$ cat src/rtl/car_pkg.sv
// car_pkg - shared constants, heading encoding and controller state type
// for the car motion controller and its edge-probe helper.
// Optional feature macro: CAR_WALL_PROBE_EN (adds the PROBE and WAIT states).
package car_pkg;

    // Default geometry of the car and the screen
    localparam int CAR_DEF_W    = 8;
    localparam int CAR_DEF_H    = 8;
    localparam int CAR_SCREEN_W = 160;
    localparam int CAR_SCREEN_H = 120;
    localparam int CAR_START_X  = 8;
    localparam int CAR_START_Y  = 56;

    // Map colour that counts as an obstacle
    localparam logic [8:0] CAR_WALL_COLOUR = 9'h000;

    // Heading encoding shared with the draw/erase engines
    localparam logic [2:0] DIR_UP    = 3'd0;
    localparam logic [2:0] DIR_RIGHT = 3'd1;
    localparam logic [2:0] DIR_DOWN  = 3'd2;
    localparam logic [2:0] DIR_LEFT  = 3'd3;

`ifdef CAR_WALL_PROBE_EN
    typedef enum logic [2:0] {
        S_IDLE,
        S_PROBE,
        S_WAIT,
        S_EDGE,
        S_COMMIT
    } car_state_t;
`else
    typedef enum logic [2:0] {
        S_IDLE,
        S_EDGE,
        S_COMMIT
    } car_state_t;
`endif

    // Linear map address of pixel (x, y); widened to 15 bits before the multiply-add
    function automatic logic [14:0] pixelAddr(input logic [7:0] x,
                                              input logic [6:0] y,
                                              input int         screenW);
        return 15'(y) * 15'(screenW) + 15'(x);
    endfunction

endpackage

$ cat src/rtl/car_edge_probe.sv
// car_edge_probe - walks N map addresses along one edge of the car, one per
// cycle, and compares the returned colour one cycle later. hit is sticky for
// the duration of a probe and also includes the compare of the current cycle,
// so the caller can use it in the same cycle that done is high.
module car_edge_probe
    import car_pkg::*;
#(
    parameter int         SCREEN_W    = CAR_SCREEN_W,
    parameter logic [8:0] WALL_COLOUR = CAR_WALL_COLOUR
) (
    input  logic        clock,
    input  logic        resetn,
    input  logic        start_i,
    input  logic        abort_i,
    input  logic [7:0]  x_i,
    input  logic [6:0]  y_i,
    input  logic        axis_i,
    input  logic [7:0]  count_i,
    input  logic [8:0]  wall_q_i,
    output logic [14:0] wall_addr_o,
    output logic        last_o,
    output logic        hit_o,
    output logic        done_o
);

    logic [14:0] addr_q;
    logic [7:0]  remain_q;
    logic        axis_q;
    logic        active_q;
    logic        cmpValid_q;
    logic        hit_q;
    logic        isWall;
    logic [14:0] stride;

    // Colour compare and per-step address increment (1 along a row, a full line down a column)
    always_comb begin
        isWall = (wall_q_i == WALL_COLOUR);
        stride = axis_q ? 15'(SCREEN_W) : 15'd1;
    end

    // Address sequencer with a one-cycle-lagged compare; abort drops the probe immediately
    always_ff @(posedge clock) begin
        if (!resetn || abort_i) begin
            addr_q     <= '0;
            remain_q   <= '0;
            axis_q     <= 1'b0;
            active_q   <= 1'b0;
            cmpValid_q <= 1'b0;
            hit_q      <= 1'b0;
        end else if (start_i) begin
            addr_q     <= pixelAddr(x_i, y_i, SCREEN_W);
            remain_q   <= count_i;
            axis_q     <= axis_i;
            active_q   <= (count_i != 8'd0);
            cmpValid_q <= 1'b0;
            hit_q      <= 1'b0;
        end else begin
            cmpValid_q <= active_q;
            if (cmpValid_q && isWall) begin
                hit_q <= 1'b1;
            end
            if (active_q) begin
                remain_q <= remain_q - 8'd1;
                if (remain_q == 8'd1) begin
                    active_q <= 1'b0;
                    addr_q   <= '0;
                end else begin
                    addr_q <= addr_q + stride;
                end
            end
        end
    end

    assign wall_addr_o = addr_q;
    assign last_o      = active_q && (remain_q == 8'd1);
    assign done_o      = cmpValid_q && !active_q;
    assign hit_o       = hit_q || (cmpValid_q && isWall);

endmodule

$ cat src/rtl/car_motion_ctrl.sv
// car_motion_ctrl - once per frame tick picks a move from the direction keys,
// refuses it at the screen border (and, with CAR_WALL_PROBE_EN defined, when
// the leading edge touches a wall pixel in the map), then publishes the new
// position/heading with a one-cycle move_valid pulse.
// Optional feature macro: CAR_WALL_PROBE_EN.
module car_motion_ctrl
    import car_pkg::*;
#(
    parameter int         CAR_W       = CAR_DEF_W,
    parameter int         CAR_H       = CAR_DEF_H,
    parameter int         SCREEN_W    = CAR_SCREEN_W,
    parameter int         SCREEN_H    = CAR_SCREEN_H,
    parameter int         START_X     = CAR_START_X,
    parameter int         START_Y     = CAR_START_Y,
    parameter logic [8:0] WALL_COLOUR = CAR_WALL_COLOUR
) (
    input  logic        clock,
    input  logic        resetn,
    input  logic        frame_tick,
    input  logic        game_active,
    input  logic        respawn,
    input  logic        key_up,
    input  logic        key_down,
    input  logic        key_left,
    input  logic        key_right,
    output logic [14:0] wall_addr,
    input  logic [8:0]  wall_q,
    output logic [7:0]  nextX,
    output logic [6:0]  nextY,
    output logic [2:0]  dir,
    output logic        move_valid,
    output logic        blocked,
    output logic        busy
);

    car_state_t  state_q;
    logic [7:0]  nextX_q;
    logic [7:0]  nextX_d;
    logic [6:0]  nextY_q;
    logic [6:0]  nextY_d;
    logic [2:0]  dir_q;
    logic [2:0]  dirLatch_q;
    logic        moveValid_q;
    logic        blocked_q;
    logic        busy_q;
    logic        edgeBlk_q;

    logic        keyPressed;
    logic [2:0]  keyDir;
    logic        atLimit;
    logic        accept;
    logic        commitNow;
    logic        commitBlk;

    logic [7:0]  probeX;
    logic [6:0]  probeY;
    logic        probeAxis;
    logic [7:0]  probeCount;
    logic        probeStart;
    logic        probeLast;
    logic        probeHit;
    logic        probeDone;
    logic [14:0] probeAddr;

    // Key priority up > down > left > right, and whether that move would leave the screen
    always_comb begin
        keyPressed = key_up || key_down || key_left || key_right;
        keyDir     = DIR_RIGHT;
        if (key_up) begin
            keyDir = DIR_UP;
        end else if (key_down) begin
            keyDir = DIR_DOWN;
        end else if (key_left) begin
            keyDir = DIR_LEFT;
        end
        atLimit = 1'b0;
        case (keyDir)
            DIR_UP:    atLimit = (nextY_q == 7'd0);
            DIR_DOWN:  atLimit = ((int'(nextY_q) + CAR_H) == SCREEN_H);
            DIR_LEFT:  atLimit = (nextX_q == 8'd0);
            default:   atLimit = ((int'(nextX_q) + CAR_W) == SCREEN_W);
        endcase
    end

    // First pixel, walking axis and length of the leading edge for the chosen move
    always_comb begin
        probeX     = nextX_q;
        probeY     = nextY_q;
        probeAxis  = 1'b0;
        probeCount = 8'(CAR_W);
        case (keyDir)
            DIR_UP:   probeY = nextY_q - 7'd1;
            DIR_DOWN: probeY = nextY_q + 7'(CAR_H);
            DIR_LEFT: begin
                probeX     = nextX_q - 8'd1;
                probeAxis  = 1'b1;
                probeCount = 8'(CAR_H);
            end
            default: begin
                probeX     = nextX_q + 8'(CAR_W);
                probeAxis  = 1'b1;
                probeCount = 8'(CAR_H);
            end
        endcase
    end

    // One-pixel step in the latched direction, applied only if the move is not refused
    always_comb begin
        nextX_d = nextX_q;
        nextY_d = nextY_q;
        case (dirLatch_q)
            DIR_UP:    nextY_d = nextY_q - 7'd1;
            DIR_DOWN:  nextY_d = nextY_q + 7'd1;
            DIR_LEFT:  nextX_d = nextX_q - 8'd1;
            default:   nextX_d = nextX_q + 8'd1;
        endcase
    end

    // Tick acceptance (respawn drops a coincident tick) and when/how a move is committed
    always_comb begin
        accept = (state_q == S_IDLE) && frame_tick && game_active && keyPressed && !respawn;
`ifdef CAR_WALL_PROBE_EN
        probeStart = accept && !atLimit;
        commitNow  = (state_q == S_EDGE) || ((state_q == S_WAIT) && probeDone);
        commitBlk  = (state_q == S_EDGE) ? edgeBlk_q : probeHit;
`else
        probeStart = 1'b0;
        commitNow  = (state_q == S_EDGE);
        commitBlk  = edgeBlk_q;
`endif
    end

    car_edge_probe #(
        .SCREEN_W    (SCREEN_W),
        .WALL_COLOUR (WALL_COLOUR)
    ) u_probe (
        .clock       (clock),
        .resetn      (resetn),
        .start_i     (probeStart),
        .abort_i     (respawn),
        .x_i         (probeX),
        .y_i         (probeY),
        .axis_i      (probeAxis),
        .count_i     (probeCount),
        .wall_q_i    (wall_q),
        .wall_addr_o (probeAddr),
        .last_o      (probeLast),
        .hit_o       (probeHit),
        .done_o      (probeDone)
    );

    // Move controller: respawn overrides everything, commit publishes, otherwise advance the state
    always_ff @(posedge clock) begin
        if (!resetn) begin
            state_q     <= S_IDLE;
            nextX_q     <= 8'(START_X);
            nextY_q     <= 7'(START_Y);
            dir_q       <= DIR_UP;
            dirLatch_q  <= DIR_UP;
            moveValid_q <= 1'b0;
            blocked_q   <= 1'b0;
            busy_q      <= 1'b0;
            edgeBlk_q   <= 1'b0;
        end else if (respawn) begin
            state_q     <= S_COMMIT;
            nextX_q     <= 8'(START_X);
            nextY_q     <= 7'(START_Y);
            dir_q       <= DIR_UP;
            moveValid_q <= 1'b1;
            blocked_q   <= 1'b0;
            busy_q      <= 1'b1;
        end else if (commitNow) begin
            state_q     <= S_COMMIT;
            dir_q       <= dirLatch_q;
            moveValid_q <= 1'b1;
            blocked_q   <= commitBlk;
            if (!commitBlk) begin
                nextX_q <= nextX_d;
                nextY_q <= nextY_d;
            end
        end else begin
            moveValid_q <= 1'b0;
            blocked_q   <= 1'b0;
            case (state_q)
                S_IDLE: begin
                    if (accept) begin
                        dirLatch_q <= keyDir;
                        edgeBlk_q  <= atLimit;
                        busy_q     <= 1'b1;
`ifdef CAR_WALL_PROBE_EN
                        state_q    <= atLimit ? S_EDGE : S_PROBE;
`else
                        state_q    <= S_EDGE;
`endif
                    end
                end
`ifdef CAR_WALL_PROBE_EN
                S_PROBE: begin
                    if (probeLast) begin
                        state_q <= S_WAIT;
                    end
                end
`endif
                S_COMMIT: begin
                    state_q <= S_IDLE;
                    busy_q  <= 1'b0;
                end
                default: begin
                    state_q <= S_IDLE;
                    busy_q  <= 1'b0;
                end
            endcase
        end
    end

`ifdef CAR_WALL_PROBE_EN
    assign wall_addr = probeAddr;
`else
    logic unusedProbe;
    assign wall_addr   = '0;
    assign unusedProbe = ^{probeAddr, probeLast, probeHit, probeDone};
`endif

    assign nextX      = nextX_q;
    assign nextY      = nextY_q;
    assign dir        = dir_q;
    assign move_valid = moveValid_q;
    assign blocked    = blocked_q;
    assign busy       = busy_q;

endmodule

$ cat config.mk
export PLATFORM = sky130hd
export DESIGN_NAME = car_motion_ctrl
export DESIGN_NICKNAME = d
export VERILOG_FILES = /design/src/rtl/car_pkg.sv /design/src/rtl/car_edge_probe.sv /design/src/rtl/car_motion_ctrl.sv
export SDC_FILE = /design/constraint.sdc
export NUM_CORES = 1
export LEC_CHECK = 0
export ABC_AREA = 1
export CAP_MARGIN = 20
export CORE_ASPECT_RATIO = 0.75
export CORE_MARGIN = 5
export CORE_UTILIZATION = 51
export DETAILED_ROUTE_END_ITERATION = 8
export PLACE_DENSITY = 0.86
export SLEW_MARGIN = 20
export SYNTH_ARGS = -nofsm -noshare
export SYNTH_HDL_FRONTEND = slang
export SYNTH_SLANG_ARGS = --single-unit
$ cat constraint.sdc
create_clock -name clock -period 5.4 [get_ports clock]
set_clock_uncertainty 0.15 [all_clocks]
set_input_delay 1.08 -clock clock [delete_from_list [all_inputs] [get_ports clock]]
set_output_delay 1.08 -clock clock [all_outputs]
set_load 0.01 [all_outputs]
; Yosys cells after proc, flatten, opt, wreduce, memory -nomap -nowiden
; Cells that the tools add are included.
[totals]
out_inout_bits = 36
ff_bits = 27
in_bits = 18
elab_cells = 70
[op_classes]
eq_ne = 10
add_sub_neg = 6
reduce_logical = 22
bitwise_logic = 6
n_mux = 16
[ops]
columns = op, count
row1 = case mux 8 bit (2 select lines), 1
row2 = two-way mux 2 bit, 7
row3 = case mux 7 bit (2 select lines), 1
row4 = "== test 3 x 2 -> 1 bit, second input constant", 4
row5 = "adder 8 x 4 -> 9 bit, second input constant", 1
row6 = "== test 9 x 8 -> 1 bit, second input constant", 1
row7 = logical NOT 3 bit, 3
row8 = "adder 7 x 4 -> 8 bit, second input constant", 1
row9 = "adder 8 x 1 -> 8 bit, second input constant", 1
row10 = "== test 8 x 7 -> 1 bit, second input constant", 1
row11 = logical NOT 8 bit, 1
row12 = "subtractor 8 x 1 -> 8 bit, second input constant", 1
row13 = "adder 7 x 1 -> 7 bit, second input constant", 1
row14 = logical NOT 7 bit, 1
row15 = "subtractor 7 x 1 -> 7 bit, second input constant", 1
row16 = two-way mux 1 bit, 6
row17 = inverter 1 bit, 6
row18 = AND reduction 3 bit, 2
row19 = logical AND 1 bit, 4
row20 = "inequality test 4 bit, second input constant", 1
row21 = AND reduction 4 bit, 1
row22 = OR reduction 2 bit, 2
row23 = OR reduction 4 bit, 1
row24 = logical OR 1 bit, 3
row25 = 8 further kinds, 8

; Depth between registers and ports, before layout
; Gate-level depths: netlist of run 1.
[logic_depth]
ltp_word = 9
ltp_mapped = 11
depth_no_buf = 11

; Least setup slack after synthesis of run 1
; OpenSTA, ideal clock, no wires.
[synth_path]
path_kind = in2reg
start = in key_down
end = reg dirLatch_q[0]
arrival_ns = 1.770
cell_stages = 6
setup_ns = 0.124
t_required_ns = 5.126
n_path_buf = 0
path_slack_ns = 3.356
path_cell_list = nor2_1 > nand2_1 > o21ai_1 > nor2_1 > o21ai_0 > a21oi_1
[synth_between]
elab_chain_len = 6
word_cells_on_any_way = 8
classes_between = 2 x mux / 6 x reduce/logical
[synth_lines]
columns = element, line_no
row1 = start: declaration, car_motion_ctrl.sv:23  ; input logic key_down,
row2 = logical OR 1 bit (3 in a row), car_motion_ctrl.sv:67  ; keyPressed = key_up || key_down || key_left || key_right;
row3 = logical AND 1 bit (2 in a row), car_motion_ctrl.sv:121  ; accept = (state_q == S_IDLE) && frame_tick && game_active && keyPressed && !respawn;
row4 = AND reduction 4 bit (no line), -
row5 = end signal: assignment, car_motion_ctrl.sv:187  ; dirLatch_q <= keyDir;
row6 = end: declaration, car_motion_ctrl.sv:42  ; logic [2:0] dirLatch_q;
; Parallel ways exist; a longest one is shown, timed or not.
; A chain may end at the register's enable or synchronous reset.

; Final worst setup path of run 1
[layout_path]
start = reg nextX_q[3] (netlist: nextX[3])
end = out nextX[3]
[layout_rtl]
columns = element, line_no
row1 = start: declaration, car_motion_ctrl.sv:37  ; logic [7:0] nextX_q;
row2 = start signal: assignment, car_motion_ctrl.sv:156  ; nextX_q <= 8'(START_X);
row3 = start signal: assignment, car_motion_ctrl.sv:166  ; nextX_q <= 8'(START_X);
row4 = start signal: assignment, car_motion_ctrl.sv:178  ; nextX_q <= nextX_d;
row5 = end: declaration, car_motion_ctrl.sv:28  ; output logic [7:0] nextX,
; No word-level cell between the ends.

==> results.cfg, run 1 <==
[run_status]
outcome = finished, final reports clean

[yosys]
yosys-top-cells-count = nand2_1 (52), inv_1 (31), nor2_1 (30), dfxtp_1 (25), a21oi_1 (23)
synthCells = 261
syn_area_um2 = 1770
yosysSeqAreaShare_pct = 28.3
synth_top_area_cell = dfxtp_1
synth-edff-count = 0
ys_ff_latch = 25
ys_warn_count = 0
async_reset_ff_share_pct = 0
syn_avg_cell_area_um2 = 6.77
yosysMostFrequentCell = nand2_1
ys.flop_type = dfxtp_1
synthTopCellsByArea = dfxtp_1 (28%), nand2_1 (11%), ha_1 (9.2%), buf_4 (6.8%), inv_1 (6.6%)
ys_types = 33
yosys.area.top_type_share_pct = 28.3

[sta]
max_freq_mhz = 396
min_period_over_period_pct = 46.7
fin_hold_ws_ps = 329
drv_slew = 0
period_needed_ps = 2520
fin_setup_tns_ps = 0
finalHoldViolCount = 0
rsz0062_at_grt = no
setup_viol = 0

[floorplan]
start_util_pct = 53.4
die_height_um = 61.0
num_rows = 18
core_um2 = 3310
die_x_um = 78.0
pin_count = 54
dieArea_um2 = 4750

[clocking]
cts_buffer_depth = 2
clock_sinks = 25
cts_setup_buffers = 0
cts_resized = 0
clk_latency_ps = 270
h-tree-depth = 1
numCtsBuffers = 3
cts_tree = yes
clkTransAtPathRegs_ps = 90
root_buffer = clkbuf_8
hold_buffers = 0

[grt]
antenna_found_initial = 0
grt_pass1_vias = 1527
overflow = 0
use_met1_pct = 23.1
grt_pass1_wl_um = 6620
grt_max_degree = 15
top_usage_layer = met2
met2_usage_pct = 27.9
met3_usage_pct = 4.45
track_usage_pct = 17.1

[drt]
ant_nets = 0
wl_per_cell_um = 11.9
wl_um = 3930
drc = 0
drtIter0Drc = 149
vias_per_cell = 5.03
vias = 1665
dr.pass1.iters = 4

[pwr]
power_density_nw_per_um2 = 165
leakagePower_nw = 0.947
peakVddDrop_mv = 0.151

[critical_path]
arrival_ps = 1290
reg2reg_slack_ps = 3260
required_ps = 4170
rr_worst_depth = 11
crit_chain = clkdlybuf4s50_1
cpPeakStageDelay_ps = 580
r2r-start = dirLatch_q[0]
rr_endpoint = nextX[7]
crit_fanout = 6
start_kind = flip-flop
end_kind = output port
crit_buf_inv = 1
crit_path_top_delay_cell = clkdlybuf4s50_1
critPathKind = flip-flop to output port
cp_top_family = buffers and inverters

[final_layout]
drive_gt1_share_pct = 5.15
area_growth_syn_to_layout_pct = 17.4
nets = 325
diodes = 0

[job]
cap_viol_max_count = 0

[hold_path]
whs_endpoint = dir[0]
worstHoldStart = dir[0]
hold_depth = 2
hold_path_class = flip-flop to flip-flop

[placement]
place.gp.congestion = 0.906
port-buffer-count = 28
dpl.hpwl_um = 3130
[routing by layer]
metal | routed length, um | share of wire, % | vias to the layer above
li1 | - | - | 882
met1 | 1900 | 48 | 734
met2 | 1750 | 44 | 47
met3 | 267 | 6.8 | 2
met4 | 13 | 0.33 | 0
met5 | 0 | 0 | -
[where the power goes]
part	total (mW)	switching, mW	internal [mW]
Sequential	0.191	0.00329	0.187
Clock	0.109	0.0570	0.0516
Combinational	0.0433	0.0265	0.0169
[placed cells by master, fill, tap and decap left out, drive strengths merged, types with 2 or more instances in the layout]
master / count
o21ai: 19
conb: 16
nand3b: 2
xor2: 2
fa: 2
nor2: 31
ha: 13
nand3: 14
nand2: 53
clkinv: 2
clkbuf: 3
dfxtp: 25
clkdlybuf4s50: 28
inv: 37
nor3: 5
nand4: 6
a21oi: 24
a31oi: 2
[state kept, by name (all words and copies together), names as in the netlist]
register and flops:
nextX 8, nextY 7, dirLatch_q 2, dir 2, state_q 2, blocked 1, busy 1, commitBlk 1
move_valid 1
[worst max path at each step]
| stage | start | endpoint | slack, ps | cells past startpoint |
|---|---|---|---|---|
| 6_report | nextX[3] | nextX[3] | 2880 | 1 |
| 5_1_grt | key_down | dirLatch_q[1] | 2740 | 7 |
| 4_1_cts | nextX[4] | nextX[4] | 2860 | 1 |
| 3_5_place_dp | key_down | dirLatch_q[0] | 2650 | 7 |
| 3_3_place_gp | resetn | commitBlk | 2680 | 7 |
| 2_1_floorplan | key_down | dirLatch_q[0] | 3360 | 6 |
[final cells by class]
cell class,count,area [um2]
well taps,40,50.0
repair buffers,28,280
clock buffers,3,41.3
multi-input cells,196,1050
flip-flops and latches,25,500
fillers,322,1240
clock inverters,1,5.00
inverters,38,145
[cell families after synthesis]
family          after synthesis  synth area share (%)
other cells                   1                 0.212
compound gates               48                  14.3
flops                        25                  28.3
simple gates                114                  28.9
fa+ha+maj                    15                  11.5
buf+inv                      55                  15.3
xor+xnor                      3                  1.49
[metrics by stage]
step	cell area [um2]	power (mW)	setup slack (ps)	instances	util, %
global placement	2030	0.236	2680	327	61.3
detailed placement	2030	0.238	2650	327	61.3
CTS	2070	0.345	2860	331	62.7
global route	2070	0.360	2740	331	62.7
finish	2070	0.343	2880	331	62.7
floorplan	1820	0.231	3360	276	-
No activity file was read; power rests on OpenSTA's default activity.
==> run 2: changes to the inputs <==
--- a/config.mk
+++ b/config.mk
@@ -9,9 +9,9 @@
 export CAP_MARGIN = 20
 export CORE_ASPECT_RATIO = 0.75
 export CORE_MARGIN = 5
-export CORE_UTILIZATION = 51
+export CORE_UTILIZATION = 47
 export DETAILED_ROUTE_END_ITERATION = 8
-export PLACE_DENSITY = 0.86
+export PLACE_DENSITY = 0.8
 export SLEW_MARGIN = 20
 export SYNTH_ARGS = -nofsm -noshare
 export SYNTH_HDL_FRONTEND = slang
==> constraint.sdc (replaced) <==
create_clock -name clock -period 2.4 [get_ports clock]
set_clock_uncertainty 0.15 [all_clocks]
set_input_delay 0.48 -clock clock [delete_from_list [all_inputs] [get_ports clock]]
set_output_delay 0.48 -clock clock [all_outputs]
set_load 0.01 [all_outputs]
==> run 2 against run 1 <==
Compared with the run above: global-route usage fell by 1.1 points; wire length shrank 1.3%; total power grew 130%; via count down 1.4%; clock power up 120%; hold slack got worse by 11 ps; utilization fell by 5.0 points; flip-flop and latch count did not move; count of clock-buffer cells in the layout is the same.
==> results.cfg, run 2 (synthesis gave the netlist of run 1 again) <==
[critical_path]
arrival_ps = 2160
required_ps = 2420
crit_buf_inv = 3
end_kind = flip-flop
crit_chain = nand2_2 -> clkinv_1 -> ha_1 -> nand2_1 -> inv_1 -> nand4_1 -> nand4_1 -> nand2_1 -> o21ai_1 -> inv_1
crit_fanout = 7
start_kind = flip-flop
cpPeakStageDelay_ps = 450
cp_top_family = simple AND/OR/NAND/NOR gates
crit_path_top_delay_cell = ha_1
critPathKind = flip-flop to flip-flop

[clocking]
cts_tree = yes
cts_setup_buffers = 0
numCtsBuffers = 3
clk_latency_ps = 270
clkTransAtPathRegs_ps = 80
clock_sinks = 25
hold_buffers = 0
cts_buffer_depth = 2
cts_resized = 0
h-tree-depth = 1
root_buffer = clkbuf_8

[drt]
vias = 1642
wl_um = 3880
dr.pass1.iters = 4
drtIter0Drc = 107
ant_nets = 0
vias_per_cell = 4.77
drc = 0
wl_per_cell_um = 11.3

[floorplan]
dieArea_um2 = 5100
die_height_um = 63.1
core_um2 = 3640
pin_count = 54
start_util_pct = 48.6
die_x_um = 80.8
num_rows = 19

[job]
cap_viol_max_count = 0

[grt]
track_usage_pct = 16.0
grt_pass1_vias = 1423
overflow = 0
grt_max_degree = 15
antenna_found_initial = 0
grt_pass1_wl_um = 6520

[sta]
drv_slew = 0
fin_setup_tns_ps = 0
finalHoldViolCount = 0
period_needed_ps = 2140
min_period_over_period_pct = 89.2
fin_hold_ws_ps = 318
max_freq_mhz = 467
rsz0062_at_grt = no
setup_viol = 0

[final_layout]
area_growth_syn_to_layout_pct = 18.7
largest_register_ffs = 8
diodes = 0
final_common_cell = nand2_1
drive_gt1_share_pct = 5.48
layout.cells.non_filler = 344
nets = 326
layout_common_cells = nand2_1 (52), inv_1 (31), nor2_1 (30)
utilization_pct = 57.7

[placement]
dp_cells = 340
port-buffer-count = 28
dpl.hpwl_um = 3030
place.gp.congestion = 0.845

[run_status]
outcome = finished, final reports clean

[hold_path]
hold_path_class = flip-flop to flip-flop

[pwr]
peakVddDrop_mv = 0.248
power_density_nw_per_um2 = 368
leakagePower_nw = 0.952
run 2: cell type report:
| type | instances | area [um2] |
|---|---|---|
| clock buffer | 3 | 41.3 |
| inverter | 38 | 145 |
| multi-input combinational | 196 | 1050 |
| tap | 52 | 65.1 |
| clock inverter | 1 | 5.00 |
| sequential | 25 | 500 |
| fill | 364 | 1540 |
| timing repair buffer | 29 | 288 |
run 2: worst paths after layout:
kind	cells past startpoint	slack (ps)	from	to
worst max-delay path	10	260	dirLatch_q[0]	nextX[5]
worst min-delay path	2	320	dir[0]	dir[0]
worst max register to register	10	260	dirLatch_q[0]	nextX[5]
worst min register to register	2	320	dir[0]	dir[0]
run 2: stage by stage:
| stage | area, um2 | setup WS, ps | power, mW |
|---|---|---|---|
| 5_1_grt | 2100 | 18.6 | 0.811 |
| 6_report | 2100 | 259 | 0.772 |
| 3_5_place_dp | 2050 | 254 | 0.535 |
| 2_1_floorplan | 1820 | 572 | 0.519 |
| 4_1_cts | 2100 | 248 | 0.786 |
| 3_3_place_gp | 2050 | 309 | 0.534 |
run 2: worst reg2reg max path: cells and delay by family, from the launching register on:
family          cells  cell delay [ps]
flops               1              430
buf+inv             3              360
compound gates      1              150
simple gates        5              520
fa+ha+maj           1              450
run 2: layer usage:
layer / GRT usage, % / share of wire, % / vias to the layer above
met5: 0 / 0 / -
met4: 4.43 / 1.4 / 0
met3: 4.27 / 7.8 / 7
met2: 23.3 / 41 / 46
met1: 23.0 / 50 / 708
li1: - / - / 881
run 2: power breakdown:
| group | total, mW | switching (mW) | leakage (nW) | internal (mW) |
|---|---|---|---|---|
| logic | 0.0970 | 0.0580 | 0.723 | 0.0390 |
| clock network | 0.245 | 0.129 | 0.0255 | 0.116 |
| registers | 0.429 | 0.00761 | 0.203 | 0.422 |
| total | 0.772 | 0.195 | 0.952 | 0.577 |
==> run 3: changes to the inputs <==
--- a/config.mk
+++ b/config.mk
@@ -9,10 +9,10 @@
 export CAP_MARGIN = 20
 export CORE_ASPECT_RATIO = 0.75
 export CORE_MARGIN = 5
-export CORE_UTILIZATION = 47
+export CORE_UTILIZATION = 51
 export DETAILED_ROUTE_END_ITERATION = 8
-export PLACE_DENSITY = 0.8
-export SLEW_MARGIN = 20
+export PLACE_DENSITY = 0.86
+export SLEW_MARGIN = 10
 export SYNTH_ARGS = -nofsm -noshare
 export SYNTH_HDL_FRONTEND = slang
 export SYNTH_SLANG_ARGS = --single-unit
==> constraint.sdc (replaced) <==
create_clock -name clock -period 2.8 [get_ports clock]
set_clock_uncertainty 0.15 [all_clocks]
set_input_delay 0.56 -clock clock [delete_from_list [all_inputs] [get_ports clock]]
set_output_delay 0.56 -clock clock [all_outputs]
set_load 0.01 [all_outputs]
==> run 3 against run 2 <==
Compared with the run above: clock power shrank 14%; largest cell class unchanged; non-clock buffer count is the same; sequential power decreased by 14%; largest power group unchanged.
==> results.cfg, run 3 (synthesis gave the netlist of run 1 again) <==
[drt]
vias = 1715
wl_per_cell_um = 11.9
ant_nets = 0
vias_per_cell = 5.17
drc = 0
wl_um = 3960
dr.pass1.iters = 6
drtIter0Drc = 88

[final_layout]
area_growth_syn_to_layout_pct = 17.8
final_common_cell = nand2_1
layout_common_cells = nand2_1 (52), inv_1 (31), nor2_1 (30)
nets = 326
design_area_um2 = 2080
drive_gt1_share_pct = 5.14
utilization_pct = 62.8
diodes = 0
largest_register_ffs = 8
layout.cells.non_filler = 332

[floorplan]
die_x_um = 78.0
dieArea_um2 = 4750
die_height_um = 61.0
pin_count = 54
start_util_pct = 53.4
core_um2 = 3310
num_rows = 18

[clocking]
clkTransAtPathRegs_ps = 80
cts_buffer_depth = 2
numCtsBuffers = 3
root_buffer = clkbuf_8
clock_sinks = 25
clk_latency_ps = 270
h-tree-depth = 1
cts_setup_buffers = 0
hold_buffers = 0
cts_resized = 0
cts_tree = yes

[job]
cap_viol_max_count = 0

[hold_path]
hold_depth = 2
hold_path_class = flip-flop to flip-flop

[run_status]
outcome = finished, final reports clean

[pwr]
leakagePower_nw = 0.949
peakVddDrop_mv = 0.183
power_density_nw_per_um2 = 318

[grt]
grt_max_degree = 14
overflow = 0
antenna_found_initial = 0
track_usage_pct = 17.6
grt_pass1_vias = 1577
grt_pass1_wl_um = 6790

[sta]
drv_slew = 0
finalHoldViolCount = 0
rsz0062_at_grt = no
period_needed_ps = 2160
max_freq_mhz = 463
fin_setup_tns_ps = 0
setup_viol = 0
min_period_over_period_pct = 77.1

[critical_path]
required_ps = 2830
critPathKind = flip-flop to flip-flop
start_kind = flip-flop
end_kind = flip-flop
arrival_ps = 2190
rr_worst_depth = 10
crit_fanout = 7

[placement]
place.gp.congestion = 0.892
dpl_cell_area_um2 = 2040
port-buffer-count = 28
dpl.hpwl_um = 3180
dp_cells = 328
## run 3: final cells by class
cell class,instances,area [um2]
clock buffer,4,45.0
fill,320,1230
inverter,38,145
multi-input combinational,196,1050
sequential,25,500
tap,40,50.0
timing repair buffer,29,288
## run 3: worst max-delay path, stage by stage (launching register included)
cell,delay (ps)
dfxtp_1,420
nand2_2,150
clkinv_1,240
ha_1,430
a21oi_1,220
or2_1,140
nand3_1,70
nand2_1,70
nand3_1,80
nand2_1,70
inv_1,40
## run 3: metrics by stage
step	total power, mW	worst slack [ps]	hold WS (ps)
3_5_place_dp	0.460	603	318
3_3_place_gp	0.457	656	307
4_1_cts	0.672	662	331
5_1_grt	0.698	407	358
2_1_floorplan	0.445	972	340
6_report	0.663	640	330
## run 3: worst paths after layout
| path | startpoint | to | slack (ps) |
|---|---|---|---|
| max | dirLatch_q[0] | nextX[6] | 640 |
| min | dir[0] | dir[0] | 330 |
| max reg2reg | dirLatch_q[0] | nextX[6] | 640 |
| min reg2reg | dir[0] | dir[0] | 330 |
## run 3: where the power goes
group / leakage [nW] / switching (mW) / internal [mW] / total (mW)
registers: 0.203 / 0.00631 / 0.361 / 0.368
logic: 0.723 / 0.0510 / 0.0334 / 0.0844
clock network: 0.0228 / 0.109 / 0.102 / 0.210
total: 0.949 / 0.166 / 0.497 / 0.663
## run 3: per-layer routing
layer  GRT usage (%)  up-vias  part of all wire, %
met2            30.2       62                   45
li1                -      884                    -
met4            3.86        0                 0.53
met5               0        -                    0
met3            5.04        3                  7.8
met1            22.5      766                   47
